### src/rtl/instruction_loader.sv
// rtl/instruction_loader.sv - byte-stream boot loader that fills instruction memory
// Optional end-of-load checksum byte: define LOADER_CHECKSUM_EN.
module instruction_loader #(
  parameter int IM_WORDS = 1024
) (
  input  logic        clk,
  input  logic        reset,
  input  logic        start,
  input  logic        byte_valid,
  input  logic [7:0]  byte_data,
  output logic        byte_ready,
  output logic        im_we,
  output logic [31:0] im_addr,
  output logic [31:0] im_wdata,
  output logic        cpu_hold,
  output logic        done,
  output logic        err,
  output logic [15:0] words_written
);

  localparam logic [2:0] S_IDLE  = 3'd0;
  localparam logic [2:0] S_HDR0  = 3'd1;
  localparam logic [2:0] S_HDR1  = 3'd2;
  localparam logic [2:0] S_DATA  = 3'd3;
  localparam logic [2:0] S_WRITE = 3'd4;
  localparam logic [2:0] S_DONE  = 3'd5;
  localparam logic [2:0] S_ERROR = 3'd6;
`ifdef LOADER_CHECKSUM_EN
  localparam logic [2:0] S_CHK   = 3'd7;
  localparam logic [2:0] S_END   = S_CHK;
`else
  localparam logic [2:0] S_END   = S_DONE;
`endif

  localparam logic [16:0] MAX_WORDS = 17'(IM_WORDS);

  logic [2:0]  state;
  logic [15:0] n_words;
  logic [1:0]  byte_cnt;
  logic [23:0] shift;
  logic        xfer;
  logic [15:0] ww_next;
  logic [15:0] hdr_n;
`ifdef LOADER_CHECKSUM_EN
  logic [7:0]  chk_acc;
`endif

  assign xfer    = byte_valid && byte_ready;
  assign ww_next = words_written + 16'd1;
  assign hdr_n   = {n_words[15:8], byte_data};

  always_comb begin
    byte_ready = (state == S_HDR0) || (state == S_HDR1) || (state == S_DATA);
`ifdef LOADER_CHECKSUM_EN
    if (state == S_CHK) byte_ready = 1'b1;
`endif
  end

  assign im_we    = (state == S_WRITE);
  assign done     = (state == S_DONE);
  assign err      = (state == S_ERROR);
  assign cpu_hold = !((state == S_IDLE) || (state == S_DONE) || (state == S_ERROR));

  always_ff @(posedge clk or posedge reset) begin
    if (reset) begin
      state         <= S_IDLE;
      n_words       <= '0;
      byte_cnt      <= '0;
      shift         <= '0;
      im_addr       <= '0;
      im_wdata      <= '0;
      words_written <= '0;
`ifdef LOADER_CHECKSUM_EN
      chk_acc       <= '0;
`endif
    end else begin
      case (state)
        S_IDLE, S_DONE, S_ERROR: begin
          if (start) begin
            state         <= S_HDR0;
            words_written <= '0;
            byte_cnt      <= '0;
`ifdef LOADER_CHECKSUM_EN
            chk_acc       <= '0;
`endif
          end
        end
        S_HDR0: begin
          if (xfer) begin
            n_words[15:8] <= byte_data;
            state         <= S_HDR1;
          end
        end
        S_HDR1: begin
          if (xfer) begin
            n_words[7:0] <= byte_data;
            if ({1'b0, hdr_n} > MAX_WORDS) state <= S_ERROR;
            else if (hdr_n == 16'd0)       state <= S_END;
            else                           state <= S_DATA;
          end
        end
        S_DATA: begin
          if (xfer) begin
`ifdef LOADER_CHECKSUM_EN
            chk_acc <= chk_acc ^ byte_data;
`endif
            // byte_cnt wraps to 0 after the fourth byte, ready for the next word
            byte_cnt <= byte_cnt + 2'd1;
            shift    <= {shift[15:0], byte_data};
            if (byte_cnt == 2'd3) begin
              im_wdata <= {shift, byte_data};
              im_addr  <= {14'd0, words_written, 2'b00};
              state    <= S_WRITE;
            end
          end
        end
        S_WRITE: begin
          words_written <= ww_next;
          state         <= (ww_next < n_words) ? S_DATA : S_END;
        end
`ifdef LOADER_CHECKSUM_EN
        S_CHK: begin
          if (xfer) state <= (byte_data == chk_acc) ? S_DONE : S_ERROR;
        end
`endif
        default: state <= S_IDLE;
      endcase
    end
  end

endmodule
### config.mk
export PLATFORM = sky130hd
export DESIGN_NAME = instruction_loader
export DESIGN_NICKNAME = d
export VERILOG_FILES = /design/src/rtl/instruction_loader.sv
export SDC_FILE = /design/constraint.sdc
export NUM_CORES = 1
export LEC_CHECK = 0
export ABC_AREA = 1
export BUFFER_PORTS_ARGS = -buffer_cell sky130_fd_sc_hd__buf_2
export CAP_MARGIN = 5
export CORE_MARGIN = 5
export CORE_UTILIZATION = 40
export DETAILED_ROUTE_END_ITERATION = 8
export PLACE_DENSITY = 0.6
export SETUP_SLACK_MARGIN = 0.02
export SYNTH_ARGS = -nofsm -noshare
export SYNTH_HDL_FRONTEND = slang
export SYNTH_SLANG_ARGS = --single-unit
### constraint.sdc
create_clock -name clk -period 5.6 [get_ports clk]
set_input_delay 1.68 -clock clk [delete_from_list [all_inputs] [get_ports clk]]
set_output_delay 1.68 -clock clk [all_outputs]
set_load 0.03 [all_outputs]
# Word level (Yosys, flattened, before mapping)
# Index checks and enable logic that the tools add are counted.
totals:
  mem_bits_ro: 0
  regBits: 109
  output_inout_bits: 85
  inputBits: 12
  mem_bits_rw: 0
  latch_bits: 0
  n_memories: 0
op_classes:
  n_eq_ne: 12
  n_bitwise: 0
  div_mod_pow: 0
  n_reduce_logical: 18
  n_mux: 14
  addsub: 2
  n_shift: 0
  n_lt_le_gt_ge: 2
  multipliers: 0
op_table:
  columns: ["operator", "n"]
  rows:
  - ["16-bit one-hot mux with 2 select lines", 1]
  - ["3-bit two-way mux", 8]
  - ["16-bit by 1-bit adder with 16-bit output, second input constant", 1]
  - ["16-bit by 11-bit greater-than comparator with 1-bit output, second input constant", 1]
  - ["16-bit zero test", 1]
  - ["16-bit < comparator", 1]
  - ["16-bit two-way mux", 1]
  - ["3-bit one-hot mux with 5 select lines", 1]
  - ["3-bit == test, second input constant", 3]
  - ["2-bit inequality test, second input constant", 4]
  - ["2-bit AND reduction", 4]
  - ["3-bit by 2-bit == test with 1-bit output, second input constant", 2]
  - ["3-bit AND reduction", 2]
  - ["5-bit AND reduction", 1]
  - ["1-bit logical OR", 4]
  - ["2-bit two-way mux", 2]
  - ["2-bit one-hot mux with 2 select lines", 1]
  - ["2-bit nonzero test", 2]
  - ["3-bit by 1-bit == test with 1-bit output, second input constant", 1]
  - ["3-bit zero test", 1]
  - ["3-bit OR reduction", 1]
  - ["2-bit by 1-bit adder with 2-bit output, second input constant", 1]
  - ["2-bit == test, second input constant", 1]
  - ["2-bit by 1-bit inequality test with 1-bit output, second input constant", 1]
  - ["2 further kinds", 2]

# Logic depth before layout (Yosys ltp)
logic_depth:
  depth_word: 6
  depth_mapped: 19
  mapped_depth_nobuf: 19

# Worst setup path after synthesis
# Ideal clock, no wire load.
synth_path:
  path_type: "flip-flop to output port"
  startpoint: "reg state[2]"
  endpoint: "out cpu_hold"
  required_ps: 3920
  path_slack_ps: 2723
  arrival_ps: 1197
  path_buffers: 1
  path_stages_with_launch: 5
  path_cell_list: "dfrtp_1 -> buf_2 -> nor2_2 -> inv_2 -> nand2_1"
synth_between:
  elab_chain_cells: 4
synth_lines:
  columns: ["element", "line_no", "source"]
  rows:
  - ["from (decl)", "37", "logic [2:0] state;"]
  - ["from (signal assigned)", "119", "state <= (ww_next < n_words) ? S_DATA : S_END;"]
  - ["3-bit == test / 3-bit zero test (equally long branches)", "62", "assign cpu_hold = !((state == S_IDLE) || (state == S_DONE) || (state == S_ERROR));"]
  - ["1-bit logical OR", "62", null]
  - ["1-bit logical OR (*)", "62", null]
  - ["1-bit zero test (*)", "62", null]
  - ["to (decl)", "15", "output logic cpu_hold,"]
# Every way passes the cells marked *; elsewhere a longest branch is shown, timed or not.

# Worst setup path after layout
layout_path:
  startpoint: "reg state[2]"
  endpoint: "out im_we"
layout_between:
  elab_chain_cells: 1
layout_lines:
  columns: ["element", "line_no", "source"]
  rows:
  - ["3-bit == test", "59", "assign im_we = (state == S_WRITE);"]
  - ["to (decl)", "12", "output logic im_we,"]
# Every way passes these cells.

==> impl_metrics.yaml <==
clocking:
  htreeDepth: 3
  cts_buffers: 9
  clk_pin_slew_ns: 0.07
  cts_buffer_depth: 2
  cts.sinks: 109
  cts_setup_buffers: 0
  cts_hold_buf: 0
  clk-insertion-delay-late_ns: 0.35
  cts_resized: 0
  cts_tree: "yes"
  cts-root-buf: "clkbuf_16"
power:
  p_leak_nw: 3.15
  p_int_mw: 1.43
  clockPowerShare: 0.269
  peakVddDrop_mv: 0.146
  switchingPower_uw: 800
  sequentialPowerShare: 0.463
  power.density_nw_per_um2: 379
  pwr-share-comb: 0.268
  power.share.switching: 0.358
cells_and_area:
  fill_cells: 1274
  instances_no_fill: 820
  area_growth_pct: 14.4
  multi_input_area_um2: 2000
  drive_gt1_frac: 0.198
  layout_common_cells: "nand2_1 (148), dfrtp_1 (109), buf_2 (80), o21ai_0 (70), inv_1 (65)"
  layout_commonest_cell: "nand2_1"
  antennaDiodeCount: 0
  seqCellArea_um2: 2730
  final_nets: 673
synth:
  synth_warnings: 0
  synth.distinct_cells: 36
  syn_avg_cell_area_um2: 9.03
  yosysSeqAreaShare: 0.529
  syn_area_um2: 5150
  synth_seq_cells: 109
  synth_cells: 571
drt:
  first_pass_iters: 5
  antenna_left: 0
  drt-initial-drc-count: 223
  viasPerCell: 4.70
  drc: 0
  vias: 3856
  wl_per_cell_um: 14.1
  finalWirelength_um: 11600
floorplan:
  coreArea_um2: 12600
  pin_count: 97
  start_util: 0.408
  dieArea_um2: 15300
  fp.dieW_um: 124
  die_h_um: 124
  num_rows: 41
worst_setup_path:
  worstSetupPathType: "reg -> out"
  end_kind: "output pin"
  crit_required_ns: 3.92
  critPathLaunchType: "flip-flop"
  arrival_ns: 1.87
  crit_fanout: 18
timing:
  maxSlewViolCount: 0
  setup_slack_ns: 2.05
  max_freq_mhz: 281
  finalHoldViolCount: 0
  final.setup_skew_ns: 0.00635
  fin_tns_setup_ns: 0
  period_share: 0.634
  setup_viol: 0
  tightest_slew_ns: 0.982
  relSlewSlack: 0.345
  rsz0062_at_grt: "false"
  fin_crit_ns: 3.55
global_route:
  antenna_found_initial: 0
  globalRouteTotalUtil: 0.159
  grt_pass1_vias: 3814
  grt_max_degree: 89
  grt_pass1_wl_um: 19200
  overflow: 0
placement:
  portBuffers: 80
  place.gp.congestion: 0.870
  hpwl_um: 8370
  place_ws_ns: 2.34
  dp.cells: 805
run:
  maxCapViolCount: 0
worst_hold_path:
  timing.hold.worst.class: "reg -> reg"
outcome:
  run_status: "complete, no violations"
==> critical path: stages, from the launching register on <==
cell and delay [ns]:
dfrtp_1 0.51, nand2_1 0.19, clkinv_1 0.46, buf_2 0.37
==> through the flow <==
step | hold WS [ns] | cell area, µm² | total power [mW] | utilization
2_1_floorplan | 0.453 | 5210 | 1.50 | -
3_3_place_gp | 0.465 | 5620 | 1.62 | 0.446
3_5_place_dp | 0.469 | 5620 | 1.65 | 0.446
4_1_cts | 0.486 | 5900 | 2.26 | 0.467
5_1_grt | 0.514 | 5900 | 2.40 | 0.467
6_report | 0.478 | 5900 | 2.23 | 0.467
==> power groups by stage <==
stage,Clock [mW],Combinational [mW],Sequential [mW]
floorplan,0,0.465,1.04
detailed placement,0,0.602,1.05
CTS,0.616,0.607,1.03
global placement,0,0.578,1.04
global route,0.650,0.696,1.06
finish,0.601,0.599,1.03
==> sequential cells by signal, indices dropped and copies added (netlist names) <==
name,cells
byte_cnt,2
im_addr,16
im_wdata,32
n_words,16
shift,24
state,3
words_written,16
==> cells in the mapped netlist <==
cell type    n  share of area
o21ai_0     70          0.068
conb_1       1        0.00073
nor3_2       1         0.0019
nand2_2      4         0.0049
and3_4       1         0.0022
o32ai_1      1         0.0017
nand3_1     15          0.015
o21ai_2      2         0.0034
nor3_1       7         0.0068
a21oi_1      9         0.0087
nand4_1      6         0.0073
buf_6        3         0.0066
nand3_2      2         0.0039
mux2_4       8          0.023
nor4_1       1         0.0012
inv_1       66          0.048
nor2_1      13         0.0095
o21ai_1     27          0.026
dfrtp_1    109           0.53
xor2_1      10          0.017
nor2_4       1         0.0022
buf_4       16          0.023
nor2_2       4         0.0049
xor2_2       1         0.0032
ha_1        17          0.041
buf_2        6         0.0058
nor3_4       2         0.0063
and2_1       1         0.0012
and2_4       1         0.0017
clkbuf_1    10         0.0073
o22ai_1      2         0.0024
clkinv_1     1        0.00073
o21a_1       1         0.0015
nand2_1    148           0.11
inv_2        3         0.0022
nand3_4      1         0.0034
==> area by class of cell <==
cell class                 count  share of cell area
inverter                      70              0.0450
multi-input combinational    372               0.339
timing repair buffer          82              0.0704
clock inverter                 4             0.00552
sequential                   109               0.462
tap                          172              0.0365
clock buffer                  11              0.0412
==> cell families after synthesis <==
kind of cell    count (synthesis)  synth area share
xor+xnor                       11            0.0201
buf+inv                       105            0.0939
mux                             8            0.0233
compound gates                112             0.112
other cells                     1          0.000727
simple gates                  208             0.180
fa+ha+maj                      17            0.0413
flops                         109             0.529
==> worst paths after layout <==
| check | end | slack [ns] | start | cells past startpoint |
|---|---|---|---|---|
| min reg2reg | im_addr[12]$_DFFE_PP0P_ | 0.48 | im_addr[12]$_DFFE_PP0P_ | 2 |
| max | im_we | 2.05 | state[2]$_DFFE_PP0P_ | 3 |
| min in group asynchronous | im_wdata[18]$_DFFE_PP0P_ | 1.56 | reset | 2 |
| max in group asynchronous | n_words[9]$_DFFE_PP0P_ | 3.06 | reset | 3 |
| min | im_addr[12]$_DFFE_PP0P_ | 0.48 | im_addr[12]$_DFFE_PP0P_ | 2 |
| max reg2reg | state[1]$_DFFE_PP0P_ | 3.08 | words_written[0]$_DFFE_PP0P_ | 15 |
==> per-layer routing <==
metal | wire length (µm) | part of all wire | global-route usage | vias to the layer above
met5 | 0 | 0 | 0 | -
met4 | 162 | 0.014 | 0.0533 | 0
met3 | 611 | 0.053 | 0.0325 | 10
met2 | 5400 | 0.47 | 0.247 | 82
met1 | 5400 | 0.47 | 0.223 | 1815
li1 | - | - | - | 1949
No activity file was read; power rests on OpenSTA's default activity.
